**src/rtl/modinv_check.sv**
```systemverilog
// modinv_check: checks a candidate modular inverse by computing (e*d) mod phi
// with a 64-step MSB-first interleaved modular multiplier.
// Optional feature: define MODINV_CHECK_SIGNED_D_EN to treat d as two's
// complement. A negative d is folded into range by adding phi once in NORM.
module modinv_check (
    input  logic        clk,
    input  logic        reset_n,
    input  logic        start_compute,
    input  logic [63:0] e,
    input  logic [63:0] phi,
    input  logic [63:0] d,
    output logic [63:0] product,
    output logic        valid,
    output logic        err,
    output logic        busy,
    output logic        done
);

    typedef enum logic [1:0] {IDLE, NORM, MULT, END} state_t;

    state_t      state;
    state_t      next_state;
    logic [63:0] e_q;
    logic [63:0] phi_q;
    logic [63:0] d_q;
    logic [63:0] r;
    logic [5:0]  cnt;
    logic [63:0] d_norm;
    logic        range_err;
    logic [64:0] phi_w;
    logic [64:0] t_dbl;
    logic [64:0] t_red;
    logic [64:0] t_add;
    logic [64:0] t_fin;

    // Normalize the latched d and check that all operands lie inside [0, phi).
    always_comb begin
`ifdef MODINV_CHECK_SIGNED_D_EN
        d_norm = d_q[63] ? (d_q + phi_q) : d_q;
`else
        d_norm = d_q;
`endif
        range_err = (phi_q < 64'd2) || (e_q >= phi_q) || (d_norm >= phi_q);
    end

    // One interleaved step: r*2 reduced, then conditionally add e and reduce.
    // Both reductions need only one subtraction because r and e are below phi.
    always_comb begin
        phi_w = {1'b0, phi_q};
        t_dbl = {r, 1'b0};
        t_red = (t_dbl >= phi_w) ? (t_dbl - phi_w) : t_dbl;
        t_add = t_red + {1'b0, e_q};
        t_fin = t_red;
        if (d_q[cnt]) begin
            t_fin = (t_add >= phi_w) ? (t_add - phi_w) : t_add;
        end
    end

    // State register.
    always_ff @(posedge clk or negedge reset_n) begin
        if (!reset_n) begin
            state <= IDLE;
        end else begin
            state <= next_state;
        end
    end

    // Next-state logic and the busy flag derived from the current state.
    always_comb begin
        next_state = state;
        busy       = 1'b0;
        case (state)
            IDLE: begin
                if (start_compute) begin
                    next_state = NORM;
                end
            end
            NORM: begin
                busy       = 1'b1;
                next_state = range_err ? END : MULT;
            end
            MULT: begin
                busy = 1'b1;
                if (cnt == 6'd0) begin
                    next_state = END;
                end
            end
            END: begin
                if (!start_compute) begin
                    next_state = IDLE;
                end
            end
            default: next_state = IDLE;
        endcase
    end

    // Datapath: operand capture, iteration registers and held results.
    always_ff @(posedge clk or negedge reset_n) begin
        if (!reset_n) begin
            e_q     <= 64'd0;
            phi_q   <= 64'd0;
            d_q     <= 64'd0;
            r       <= 64'd0;
            cnt     <= 6'd0;
            product <= 64'd0;
            valid   <= 1'b0;
            err     <= 1'b0;
            done    <= 1'b0;
        end else begin
            case (state)
                IDLE: begin
                    if (start_compute) begin
                        e_q     <= e;
                        phi_q   <= phi;
                        d_q     <= d;
                        product <= 64'd0;
                        valid   <= 1'b0;
                        err     <= 1'b0;
                    end
                end
                NORM: begin
                    d_q <= d_norm;
                    r   <= 64'd0;
                    cnt <= 6'd63;
                    if (range_err) begin
                        err     <= 1'b1;
                        product <= 64'd0;
                        valid   <= 1'b0;
                        done    <= 1'b1;
                    end
                end
                MULT: begin
                    r   <= t_fin[63:0];
                    cnt <= cnt - 6'd1;
                    if (cnt == 6'd0) begin
                        product <= t_fin[63:0];
                        valid   <= (t_fin == 65'd1);
                        done    <= 1'b1;
                    end
                end
                END: begin
                    if (!start_compute) begin
                        done <= 1'b0;
                    end
                end
                default: done <= 1'b0;
            endcase
        end
    end

endmodule

```
**config.mk**
```make
export PLATFORM = sky130hd
export DESIGN_NAME = modinv_check
export DESIGN_NICKNAME = d
export VERILOG_FILES = /design/src/rtl/modinv_check.sv
export SDC_FILE = /design/constraint.sdc
export NUM_CORES = 1
export LEC_CHECK = 0
export ABC_AREA = 1
export CAP_MARGIN = 20
export CORE_MARGIN = 2
export CORE_UTILIZATION = 35
export DETAILED_ROUTE_END_ITERATION = 10
export GPL_TIMING_DRIVEN = 0
export SYNTH_ARGS = -nofsm -noshare
export SYNTH_HDL_FRONTEND = slang
export SYNTH_SLANG_ARGS = --single-unit
```
**constraint.sdc**
```tcl
create_clock -name clk -period 13.8 [get_ports clk]
set_clock_uncertainty 0.05 [all_clocks]
set_input_delay 2.07 -clock clk [delete_from_list [all_inputs] [get_ports clk]]
set_output_delay 2.07 -clock clk [all_outputs]
set_load 0.02 [all_outputs]
```
==> impl.org <==
** Global route
- The number of antenna violations at the first check in global routing is 7.
- Global-route total usage across every layer :: 0.359
- Pin count of the biggest net entering global routing :: 114
- The total overflow left after global routing is 0.
- Global-route wire length before repair :: 249 mm
- Number of global-route vias before repair :: 35.4k

** Clock tree
- In this run, post-CTS hold repair placed 0 buffers.
- Root cell of the clock tree :: sky130_fd_sc_hd__clkbuf_16
- After clock tree synthesis, the clock-pin slew on the worst setup and hold paths is 0.06 ns.
- TritonCTS built the clock tree.
- Clock sink count :: 331
- Clock tree synthesis inserted a total of 42 buffers.
- Clock latency on the worst-skew pair, taken at its later pin, is 0.65 ns.
- The clock passes through at most 3 buffers.
- Cts repair resizes :: 0
- Once the clock tree was built, the setup fixing pass inserted 0 buffers.
- H-tree levels :: 2

** Run status
- Outcome :: finished, final reports clean

** Layout
- Most frequent standard cell in the layout excluding fill and tap cells :: sky130_fd_sc_hd__nand2_1
- Number of filler instances in the final layout :: 10.4k
- Post-synthesis to final-layout area growth :: 17.5%
- The top cell types in the final layout, fill and taps aside, are sky130_fd_sc_hd__nand2_1 (1323), sky130_fd_sc_hd__inv_1 (639), sky130_fd_sc_hd__nor2_1 (578).
- Of the cells placed in the final design, the portion with a size suffix greater than 1 is 0.0601.
- Final instance count without filler cells :: 6643
- Total number of nets in the final design :: 5880

** Drt
- Starting DRC count in detailed routing :: 4058
- For this run, design rule violations remaining after detail routing come to 0.
- For this block, the via count after detailed routing is 36.8k.
- The detail route stage leaves a number of antenna-violating nets equal to 0.
- Average detailed-routed wire length per instance :: 27.1 um
- After detailed routing, the number of vias per cell comes to 5.55.
- Summed over all layers, the routed wires come to 180 mm.
- Number of detailed-route iterations in the first pass :: 7

** Hold path
- Hold Path End :: product[33]$_DFFE_PN0P_
- Type of the worst min-delay path :: flip-flop to flip-flop
- The worst hold path was traced through 2 stages.
- The startpoint identified for the worst hold timing path is product[33]$_DFFE_PN0P_.

** Placement
- Number of placed cells counting well taps :: 6564
- In this run the tool buffered the top-level ports with 262 buffer cells.
- Final weighted congestion in routability-driven placement :: 1.04
- Post-Place Worst Slack :: 2.26 ns
- Post-DP HPWL :: 155 mm

** STA
- Setup repair after global routing left no endpoint under its margin.
- Pin slew with the least headroom to its limit :: 1.16 ns
- Fmax :: 84.5 MHz
- Headroom to the max-slew limit came out at 0.223.
- Count of endpoints failing setup in the final report :: 0
- In the finished design, the share of the clock period the worst path needs comes to 0.857.
- The final max-slew violation count was 0.
- Shortest period the worst path allows :: 11.83 ns
- In the post-route analysis, the smallest setup slack over all paths is 1.97 ns.
- Count of final hold-check violations :: 0

** Synth
- The largest total area in the synthesized netlist belongs to sky130_fd_sc_hd__dfrtp_1.
- Yosys printed 0 warnings.
- Post-synth ARST share :: 1.00
- Cells taking the most area after synthesis :: sky130_fd_sc_hd__dfrtp_1 (25%), sky130_fd_sc_hd__nand2_1 (15%), sky130_fd_sc_hd__ha_1 (12%)
- Synth Flop Type :: sky130_fd_sc_hd__dfrtp_1
- Cell count after synthesis :: 5043
- Synthesized Nets :: 5567
- Count of state elements after synthesis :: 331
- Count of unique library cells instantiated by Yosys :: 58
- The share of synthesized area in the top cell type comes to 0.250.
- Post-synthesis cell area :: 0.0331 mm^2
- Mean Syn Cell Area :: 6.57 um^2
- For this run, the register share of the synthesized area comes to 0.250.
- Number of enable flip-flop cells after synthesis :: 0

** Critical path
- On the worst path, the slowest cell contributes a delay of 0.77 ns.
- Reg-to-Reg Start :: phi_q[30]$_DFFE_PN0P_
- By startpoint and endpoint, the worst setup path is classified as flip-flop to flip-flop.
- Critical Path RT :: 14.33 ns
- Critical-path cell with the highest stage delay :: sky130_fd_sc_hd__o21ai_0
- Worst setup EP type :: flip-flop
- The number of cells on the worst reg-to-reg path is 45.
- Setup slack on the worst reg-to-reg path comes out at 1.97 ns.
- In this run the critical register-to-register path is captured at valid$_DFFE_PN0P_.
- Max FO, Critical Path :: 10
- CP startpoint kind :: flip-flop
- In this design, the critical path's most frequently occurring cell is sky130_fd_sc_hd__nand2_1.
- Data arrival time of the critical path :: 12.36 ns

** Flow run
- Across the run, the number of max-cap violations was 0.

** Die
- Die Footprint :: 0.0972 mm^2
- Number of primary I/O pins :: 263
- Die Height :: 312 um
- Number of rows created at floorplan :: 112
- Die width :: 312 um
- The initial utilization of the core area, before any placement, comes to 0.354.
- Placeable core region :: 0.0936 mm^2
## logic make-up (layout without fill, tap and decap cells)
group	after synthesis	after routing	share of synthesized area
xor+xnor	135	135	0.0357
other cells	0	2	0
compound gates	951	951	0.158
buf+inv	790	1134	0.0918
fa+ha+maj	329	329	0.125
simple gates	2382	2382	0.297
flops	331	331	0.250
mux	125	125	0.0425
## sequential cells by signal (all words and copies together) (netlist names)
| signal | cells |
|---|---|
| cnt | 6 |
| d_norm | 64 |
| done | 1 |
| e_q | 64 |
| err | 1 |
| phi_q | 64 |
| product | 64 |
| r | 64 |
| state | 2 |
| valid | 1 |
## cell usage after synthesis (16+ instances only)
cell / count
sky130_fd_sc_hd__nor3_1: 48
sky130_fd_sc_hd__a21oi_1: 479
sky130_fd_sc_hd__xor2_1: 77
sky130_fd_sc_hd__a21o_1: 26
sky130_fd_sc_hd__clkbuf_1: 63
sky130_fd_sc_hd__o21ai_0: 284
sky130_fd_sc_hd__ha_1: 326
sky130_fd_sc_hd__dfrtp_1: 331
sky130_fd_sc_hd__nand3_1: 237
sky130_fd_sc_hd__o211ai_1: 26
sky130_fd_sc_hd__nor2_1: 578
sky130_fd_sc_hd__nand2_1: 1323
sky130_fd_sc_hd__nand4_1: 101
sky130_fd_sc_hd__a21boi_0: 19
sky130_fd_sc_hd__buf_2: 25
sky130_fd_sc_hd__inv_1: 639
sky130_fd_sc_hd__mux2_2: 125
sky130_fd_sc_hd__buf_1: 26
sky130_fd_sc_hd__nor4_1: 16
sky130_fd_sc_hd__o21bai_1: 36
sky130_fd_sc_hd__or2_2: 29
sky130_fd_sc_hd__xnor2_1: 58
sky130_fd_sc_hd__inv_2: 25
sky130_fd_sc_hd__o21a_1: 21
## worst max-delay path, delay by kind of cell (launching register included)
| kind | cells | cell delay [ns] |
|---|---|---|
| AND/OR/NAND/NOR | 26 | 4.47 |
| XOR/XNOR | 1 | 0.65 |
| adder cells (fa/ha/maj) | 4 | 1.36 |
| AO/OA/AOI/OAI | 6 | 2.12 |
| buffers and inverters | 8 | 2.72 |
| flip-flops | 1 | 0.37 |
## metrics by stage
stage / area [um^2] / util / hold slack, ns / setup TNS [ns]
global route: 38900 / 0.416 / 0.456 / 0
floorplan: 33100 / - / 0.417 / 0
global placement: 37300 / 0.399 / 0.415 / -1422.65
detailed placement: 37500 / 0.400 / 0.419 / 0
finish: 38900 / 0.416 / 0.429 / 0
CTS: 38900 / 0.416 / 0.433 / 0
## final cells by class
cell class,count,area (um^2),area share
Sequential cell,331,8280,0.213
Clock buffer,57,1210,0.0310
Clock inverter,18,255,0.00655
Buffer,123,539,0.0138
Antenna cell,2,5.00,0.000129
Timing Repair Buffer,269,2760,0.0708
Tap cell,1254,1570,0.0403
Multi-Input combinational cell,3922,21800,0.560
Inverter,667,2500,0.0643
## per-layer routing
metal / vias to the layer above / GRT usage / share of wire
met5: - / 0 / 0
met4: 0 / 0.178 / 0.056
met3: 306 / 0.0640 / 0.080
met2: 1593 / 0.564 / 0.44
met1: 17700 / 0.473 / 0.43
li1: 17200 / - / -
## how the worst max path moves through the flow
stage | from | to | slack, ns | cells after the start
finish | phi_q[30]$_DFFE_PN0P_ | valid$_DFFE_PN0P_ | 1.97 | 45
global route | phi_q[30]$_DFFE_PN0P_ | valid$_DFFE_PN0P_ | 1.87 | 45
CTS | phi_q[30]$_DFFE_PN0P_ | valid$_DFFE_PN0P_ | 2.24 | 45
detailed placement | phi_q[30]$_DFFE_PN0P_ | valid$_DFFE_PN0P_ | 2.26 | 45
global placement | reset_n | e_q[24]$_DFFE_PN0P_ | -4.41 | 1
floorplan | phi_q[47]$_DFFE_PN0P_ | valid$_DFFE_PN0P_ | 7.32 | 46
Power is not shown: default switching activity piles up to over one toggle a cycle in this logic, so the estimate is an artifact.
